## src/rtl/dat_deserializer.sv

```systemverilog
// SD DAT receiver: 1- or 4-lane start/data/CRC/end-bit framing, assembles words MSB-first.
// Define DAT_DESERIALIZER_CRC16_EN to add a per-lane CRC16 check of the data bits.
module dat_deserializer #(
  parameter int WORD_W      = 32,
  parameter int BLOCK_WORDS = 128
) (
  input  logic              sd_clock,
  input  logic              reset,
  input  logic              enable,
  input  logic              wide_bus,
  input  logic [3:0]        dat_in,
  output logic [WORD_W-1:0] word_out,
  output logic              word_valid,
  output logic              block_done,
  output logic              crc_err,
  output logic              busy
);
  localparam int BW = $clog2(WORD_W);
  localparam int WW = (BLOCK_WORDS > 1) ? $clog2(BLOCK_WORDS) : 1;

  typedef enum logic [1:0] {IDLE, DATA, CRC, STOP} state_t;
  state_t state, state_nxt;

  logic              wide;
  logic [BW-1:0]     bit_cnt;
  logic [WW-1:0]     word_cnt;
  logic [3:0]        crc_cnt;
  logic [WORD_W-2:0] shift;
  logic [WORD_W-1:0] shift_nxt;
  logic [3:0]        lanes;
  logic              start;
  logic              word_last;
  logic              block_last;
  logic              end_bad;
  logic              crc_bad;

  assign lanes      = wide ? 4'hf : 4'h1;
  assign start      = wide_bus ? (dat_in == 4'h0) : !dat_in[0];
  assign word_last  = bit_cnt == (wide ? BW'(WORD_W/4 - 1)
                                       : BW'(WORD_W - 1));
  assign block_last = word_last &&
                      (word_cnt == WW'(BLOCK_WORDS - 1));
  assign end_bad    = |(lanes & ~dat_in);
  assign shift_nxt  = wide ? {shift[WORD_W-5:0], dat_in}
                           : {shift, dat_in[0]};

  always_ff @(posedge sd_clock) begin
    if (reset) state <= IDLE;
    else       state <= state_nxt;
  end

  always_comb begin
    state_nxt = state;
    unique case (state)
      IDLE:    if (start) state_nxt = DATA;
      DATA:    if (block_last) state_nxt = CRC;
      CRC:     if (crc_cnt == 4'hf) state_nxt = STOP;
      STOP:    state_nxt = IDLE;
      default: state_nxt = IDLE;
    endcase
    if (!enable) state_nxt = IDLE;
  end

  always_comb begin
    busy = (state != IDLE);
  end

  always_ff @(posedge sd_clock) begin
    if (reset) begin
      wide       <= 1'b0;
      bit_cnt    <= '0;
      word_cnt   <= '0;
      crc_cnt    <= '0;
      shift      <= '0;
      word_out   <= '0;
      word_valid <= 1'b0;
      block_done <= 1'b0;
      crc_err    <= 1'b0;
    end else begin
      word_valid <= 1'b0;
      block_done <= 1'b0;
      if (!enable || state == IDLE) begin
        bit_cnt  <= '0;
        word_cnt <= '0;
        crc_cnt  <= '0;
        if (enable && start) wide <= wide_bus;
      end else begin
        unique case (state)
          DATA: begin
            shift   <= shift_nxt[WORD_W-2:0];
            bit_cnt <= word_last ? '0 : bit_cnt + BW'(1);
            if (word_last) begin
              word_out   <= shift_nxt;
              word_valid <= 1'b1;
              word_cnt   <= block_last ? '0
                                       : word_cnt + WW'(1);
            end
          end
          CRC: crc_cnt <= crc_cnt + 4'd1;
          STOP: begin
            block_done <= 1'b1;
            crc_err    <= end_bad | crc_bad;
          end
          default: ;
        endcase
      end
    end
  end

`ifdef DAT_DESERIALIZER_CRC16_EN
  logic [3:0] crc_msb;

  // Inactive lanes still run but are masked by lanes.
  for (genvar l = 0; l < 4; l++) begin : g_crc
    logic [15:0] lfsr;
    always_ff @(posedge sd_clock) begin
      if (reset || !enable || state == IDLE)
        lfsr <= '0;
      else if (state == DATA)
        lfsr <= {lfsr[14:0], 1'b0} ^
                ({16{lfsr[15] ^ dat_in[l]}} & 16'h1021);
      else if (state == CRC)
        lfsr <= {lfsr[14:0], 1'b0};
    end
    assign crc_msb[l] = lfsr[15];
  end

  always_ff @(posedge sd_clock) begin
    if (reset || !enable || state == IDLE)
      crc_bad <= 1'b0;
    else if (state == CRC && |(lanes & (crc_msb ^ dat_in)))
      crc_bad <= 1'b1;
  end
`else
  assign crc_bad = 1'b0;
`endif

endmodule
```

## config.mk

```make
export PLATFORM = sky130hd
export DESIGN_NAME = dat_deserializer
export DESIGN_NICKNAME = d
export VERILOG_FILES = /design/src/rtl/dat_deserializer.sv
export SDC_FILE = /design/constraint.sdc
export NUM_CORES = 1
export LEC_CHECK = 0
export ABC_CLOCK_PERIOD_IN_PS = 6000
export CELL_PAD_IN_SITES_DETAIL_PLACEMENT = 1
export CELL_PAD_IN_SITES_GLOBAL_PLACEMENT = 2
export CORE_MARGIN = 5
export CORE_UTILIZATION = 38
export CTS_BUF_LIST = sky130_fd_sc_hd__clkbuf_4 sky130_fd_sc_hd__clkbuf_8 sky130_fd_sc_hd__clkbuf_16
export DETAILED_ROUTE_END_ITERATION = 10
export GPL_TIMING_DRIVEN = 0
export PLACE_DENSITY_LB_ADDON = 0.1
export SKIP_CTS_REPAIR_TIMING = 1
export SYNTH_ARGS = -nofsm -noshare
export SYNTH_HDL_FRONTEND = slang
export SYNTH_SLANG_ARGS = --single-unit
```

## constraint.sdc

```tcl
create_clock -name sd_clock -period 6 [get_ports sd_clock]
set_clock_uncertainty 0.2 [all_clocks]
set_input_delay 0.6 -clock sd_clock [delete_from_list [all_inputs] [get_ports sd_clock]]
set_output_delay 0.6 -clock sd_clock [all_outputs]
set_load 0.02 [all_outputs]
```

## After elaboration in Yosys (flattened, before gate mapping)

Index checks and enable logic that the tools add are counted.

- Mux-type cells: 12
- Bitwise operators: 5
- Reductions and logical operators: 18
- Add/subtract/negate cells: 3
- Equal/unequal tests: 9

Operator list:

| kind | number |
|---|---|
| 32-bit 2-to-1 mux | 1 |
| 5-bit 2-to-1 mux | 2 |
| 2-bit one-hot mux with 4 select lines | 1 |
| 2-bit AND reduction | 4 |
| 7-bit by 1-bit adder with 7-bit output, second input constant | 1 |
| 7-bit equality test, second input constant | 1 |
| 7-bit 2-to-1 mux | 1 |
| 2-bit 2-to-1 mux | 3 |
| 2-bit inequality test, second input constant | 3 |
| 3-bit AND reduction | 2 |
| 5-bit by 1-bit adder with 5-bit output, second input constant | 1 |
| 5-bit equality test | 1 |
| 4-bit by 1-bit adder with 4-bit output, second input constant | 1 |
| 4-bit AND | 1 |
| 2-bit equality test, second input constant | 2 |
| 4-bit equality test, second input constant | 1 |
| 4-bit zero test | 1 |
| 4-bit 2-to-1 mux | 1 |
| 4-bit inverter | 1 |
| 2-bit OR reduction | 2 |
| 4-bit OR reduction | 1 |
| 1-bit 2-to-1 mux | 3 |
| 1-bit inverter | 3 |
| 3-bit OR reduction | 1 |
| other kinds (6) | 8 |

- Output and inout port bits: 36
- Input port bits: 8
- Register bits after elaboration: 85

## Longest topological paths before layout

- Word-level depth: 5
- Mapped depth: 10

## Least setup slack after synthesis

Ideal clock, no wire load.

- Kind: register to register
- From: register state[0]
- To: register word_out[20]
- Data required time: 5654 ps
- Cell stages (with the launch flop): 9
- Buffers on the path: 3
- Library setup time: 146 ps
- Period minus slack after synthesis: 1996 ps
- Arrival: 1650 ps
- Setup slack: 4004 ps
- Cells stage by stage: dfxtp_1 > inv_1 > ha_1 > and3b_1 > buf_2 > o2111a_1 > buf_6 > buf_2 > a211oi_2

- Cells in the longest elaborated chain, start to end: 4
- Elaborated cells on any way between the ends: 5

Ends and longest elaborated chain:

| what | RTL line | text |
|---|---|---|
| from (decl) | 22 | `state_t state, state_nxt;` |
| from (signal assigned) | 49 | `else state <= state_nxt;` |
| 2-bit zero test | 82 | `if (!enable \|\| state == IDLE) begin` |
| 1-bit logical OR | 82 |  |
| 1-bit inverter (no line) | - |  |
| 3-bit AND reduction (no line) (*) | - |  |
| to (signal assigned) | 93 | `word_out <= shift_nxt;` |
| to (decl) | 12 | `output logic [WORD_W-1:0] word_out,` |

Every way passes the cells marked *; elsewhere a longest branch is shown, timed or not.
A chain may end at the register's enable or synchronous reset.

## Final worst setup path

- From: register state[0]
- To: output port busy

- Cells in the longest elaborated chain, start to end: 1

Ends and longest elaborated chain:

| what | RTL line | text |
|---|---|---|
| 2-bit nonzero test | 65 | `busy = (state != IDLE);` |
| to (decl) | 16 | `output logic busy` |

Every way passes these cells.

==> impl_metrics.tcl <==
set metrics [dict create \
    syn_area_per_cell_um2 9.99 \
    nets 439 \
    clk_pin_slew_ns 0.09 \
    io_buffers 43 \
    startpoint_type "register" \
    required_ns 5.20 \
    yosys_warnings 0 \
    synth_cell_types 36 \
    dieArea_um2 11800 \
    maxCapViolCount 0 \
    grt_max_degree 16 \
    yosysSeqAreaShare_pct 46.2 \
    crit_path_end_kind "primary output" \
    first_pass_iters 4 \
    place_worst_setup_slack_ns 3.32 \
    cp_max_fo 5 \
    nFillCells 1111 \
    setup_viol 0 \
    fin_util_pct 46.7 \
    die_w_um 108 \
    critPathKind "register to primary output" \
    cts_buffer_depth 2 \
    status "complete, no violations" \
    antenna_cells 0 \
    drive_gt1_share_pct 14.0 \
    fin_crit_sh_pct 44.3 \
    ir_drop_v 0.0000917 \
    place_area_um2 4280 \
    htreeDepth 3 \
    clockRootBuffer "clkbuf_8" \
    p_leak_nw 1.36 \
    grt_pass1_vias 3013 \
    clock_sinks 85 \
    globalRouteOverflowTotal 0 \
    synthCells 369 \
    syn_area_um2 3690 \
    drc 0 \
    core_area_um2 9590 \
    power_density_nw_per_um2 230 \
    dieHeight_um 108 \
    tightest_slew_ns 0.740 \
    maxSlewViolCount 0 \
    clock_latency_ns 0.35 \
    min_path_type "register to register" \
    initial_core_util_pct 38.4 \
    postRouteAntennaNets 0 \
    mostFrequentLayoutCell "dfxtp_1" \
    grt_antenna_before_repair 0 \
    via_per_inst 5.06 \
    cts_tree "done" \
    rsz0062_at_grt "false" \
    mostFrequentLayoutCells "dfxtp_1 (85), nor2_1 (78), clkdlybuf4s50_1 (43), mux2i_1 (38), a211oi_1 (32)" \
    dp.cells 545 \
    timing.fmax_ghz 0.376 \
    synth_nets 385 \
    dpl.hpwl_um 6560 \
    relSlewSlack_pct 50.7 \
    drt_iter0_drc 49 \
    hold_violations 0 \
    finalWorstSetupSlack_ns 3.34 \
    place_congestion 0.780 \
    final_cells 561 \
    grt_usage_pct 16.1 \
    cts_buffers 9 \
    wl_um 8860 \
    grt_pass1_wl_um 15200 \
    ioPinCount 44 \
    vias 2837 \
    fin_setup_tns_ns 0 \
    num_rows 36 \
    arrival_ns 1.86 \
    area_growth_pct 21.6 \
    fin_crit_ns 2.66 \
    final_area_um2 4480 \
    wl_per_cell_um 15.8 \
    synth_seq_cells 85 \
]
-- per-layer routing --
metal  vias up  routed length (um)  track usage (%)
met2        36                3940             25.4
met5         -                   0                0
met1      1362                4590             22.4
met4         0                 116             5.05
met3         9                 209             2.75
li1       1430                   -                -
-- final cells by class --
cell class              instances  area (um2)  share of cell area [%]
flip-flops and latches         85        1700                    38.0
clock buffers                   9         124                    2.76
repair buffers                 43         430                    9.60
well taps                     133         166                    3.71
multi-input cells             250        1800                    40.1
inverters                       6        22.5                   0.503
plain buffers                  28         164                    3.66
clock inverters                 7        75.1                    1.68
-- registers in the layout, summed over array words and instances (netlist names) --
name and flops:
crc_cnt 4, block_done 1, wide 1, word_out 32, word_cnt 7, state 2
bit_cnt 5, word_valid 1, crc_err 1, shift 31
-- metrics by stage --
| stage | power [mW] | hold WS (ns) |
|---|---|---|
| after floorplan | 0.609 | 0.249 |
| after global placement | 0.626 | 0.270 |
| after detailed placement | 0.628 | 0.283 |
| after CTS | 1.04 | 0.296 |
| after global routing | 1.07 | 0.330 |
| final | 1.03 | 0.295 |
-- cells by family (layout without fill, tap and decap cells) --
kind of cell    count (synthesis)  after routing  synth area share [%]
compound gates                 82             82                  20.0
xor+xnor                        9              9                  2.14
fa+ha+maj                       8              8                  2.72
buf+inv                        34             93                  5.06
flops                          85             85                  46.2
mux                            38             38                  10.3
simple gates                  113            113                  13.6
-- Yosys cell counts --
cell type | n | area, um2
a211oi_1 | 32 | 240
a211oi_2 | 30 | 375
a21oi_1 | 7 | 35.0
a31oi_1 | 1 | 6.26
and2_1 | 1 | 6.26
and3_1 | 2 | 12.5
and3b_1 | 2 | 17.5
and4_1 | 1 | 8.76
buf_2 | 5 | 25.0
buf_4 | 2 | 15.0
buf_6 | 6 | 67.6
clkbuf_1 | 15 | 56.3
dfxtp_1 | 85 | 1700
ha_1 | 8 | 100
inv_1 | 6 | 22.5
mux2i_1 | 38 | 380
nand2_1 | 10 | 37.5
nand3_1 | 5 | 25.0
nand4_1 | 4 | 25.0
nor2_1 | 78 | 293
nor2b_1 | 1 | 6.26
nor3_1 | 3 | 15.0
nor3b_4 | 1 | 18.8
nor4_1 | 1 | 6.26
o2111a_1 | 1 | 11.3
o2111ai_1 | 1 | 8.76
o211ai_1 | 2 | 15.0
o21ai_0 | 5 | 25.0
o21ai_1 | 1 | 5.00
o2bb2ai_1 | 1 | 8.76
o31ai_1 | 1 | 7.51
or3_1 | 2 | 12.5
or3b_1 | 1 | 8.76
or4_1 | 1 | 7.51
xnor2_1 | 2 | 17.5
xor2_1 | 7 | 61.3
-- worst paths after layout --
| path | start | end | slack [ns] | depth (start not counted) |
|---|---|---|---|---|
| worst min-delay path | word_cnt[5]$_SDFFE_PP0P_ | word_cnt[5]$_SDFFE_PP0P_ | 0.29 | 2 |
| worst min register to register | word_cnt[5]$_SDFFE_PP0P_ | word_cnt[5]$_SDFFE_PP0P_ | 0.29 | 2 |
| worst max register to register | state[0]$_SDFFE_PP0P_ | word_out[20]$_SDFFE_PP0P_ | 3.73 | 8 |
| worst max-delay path | state[0]$_SDFFE_PP0P_ | busy | 3.34 | 4 |
-- critical path, cell delays in order (launching register included) --
cell,delay (ns)
dfxtp_1,0.40
inv_1,0.10
ha_1,0.25
inv_1,0.14
clkdlybuf4s50_1,0.62
-- where the power goes --
group	internal, mW	total (mW)	switching, mW
registers	0.566	0.568	0.00211
clock network	0.194	0.415	0.222
logic	0.0165	0.0453	0.0289
Power figures use the tool's default switching activity.
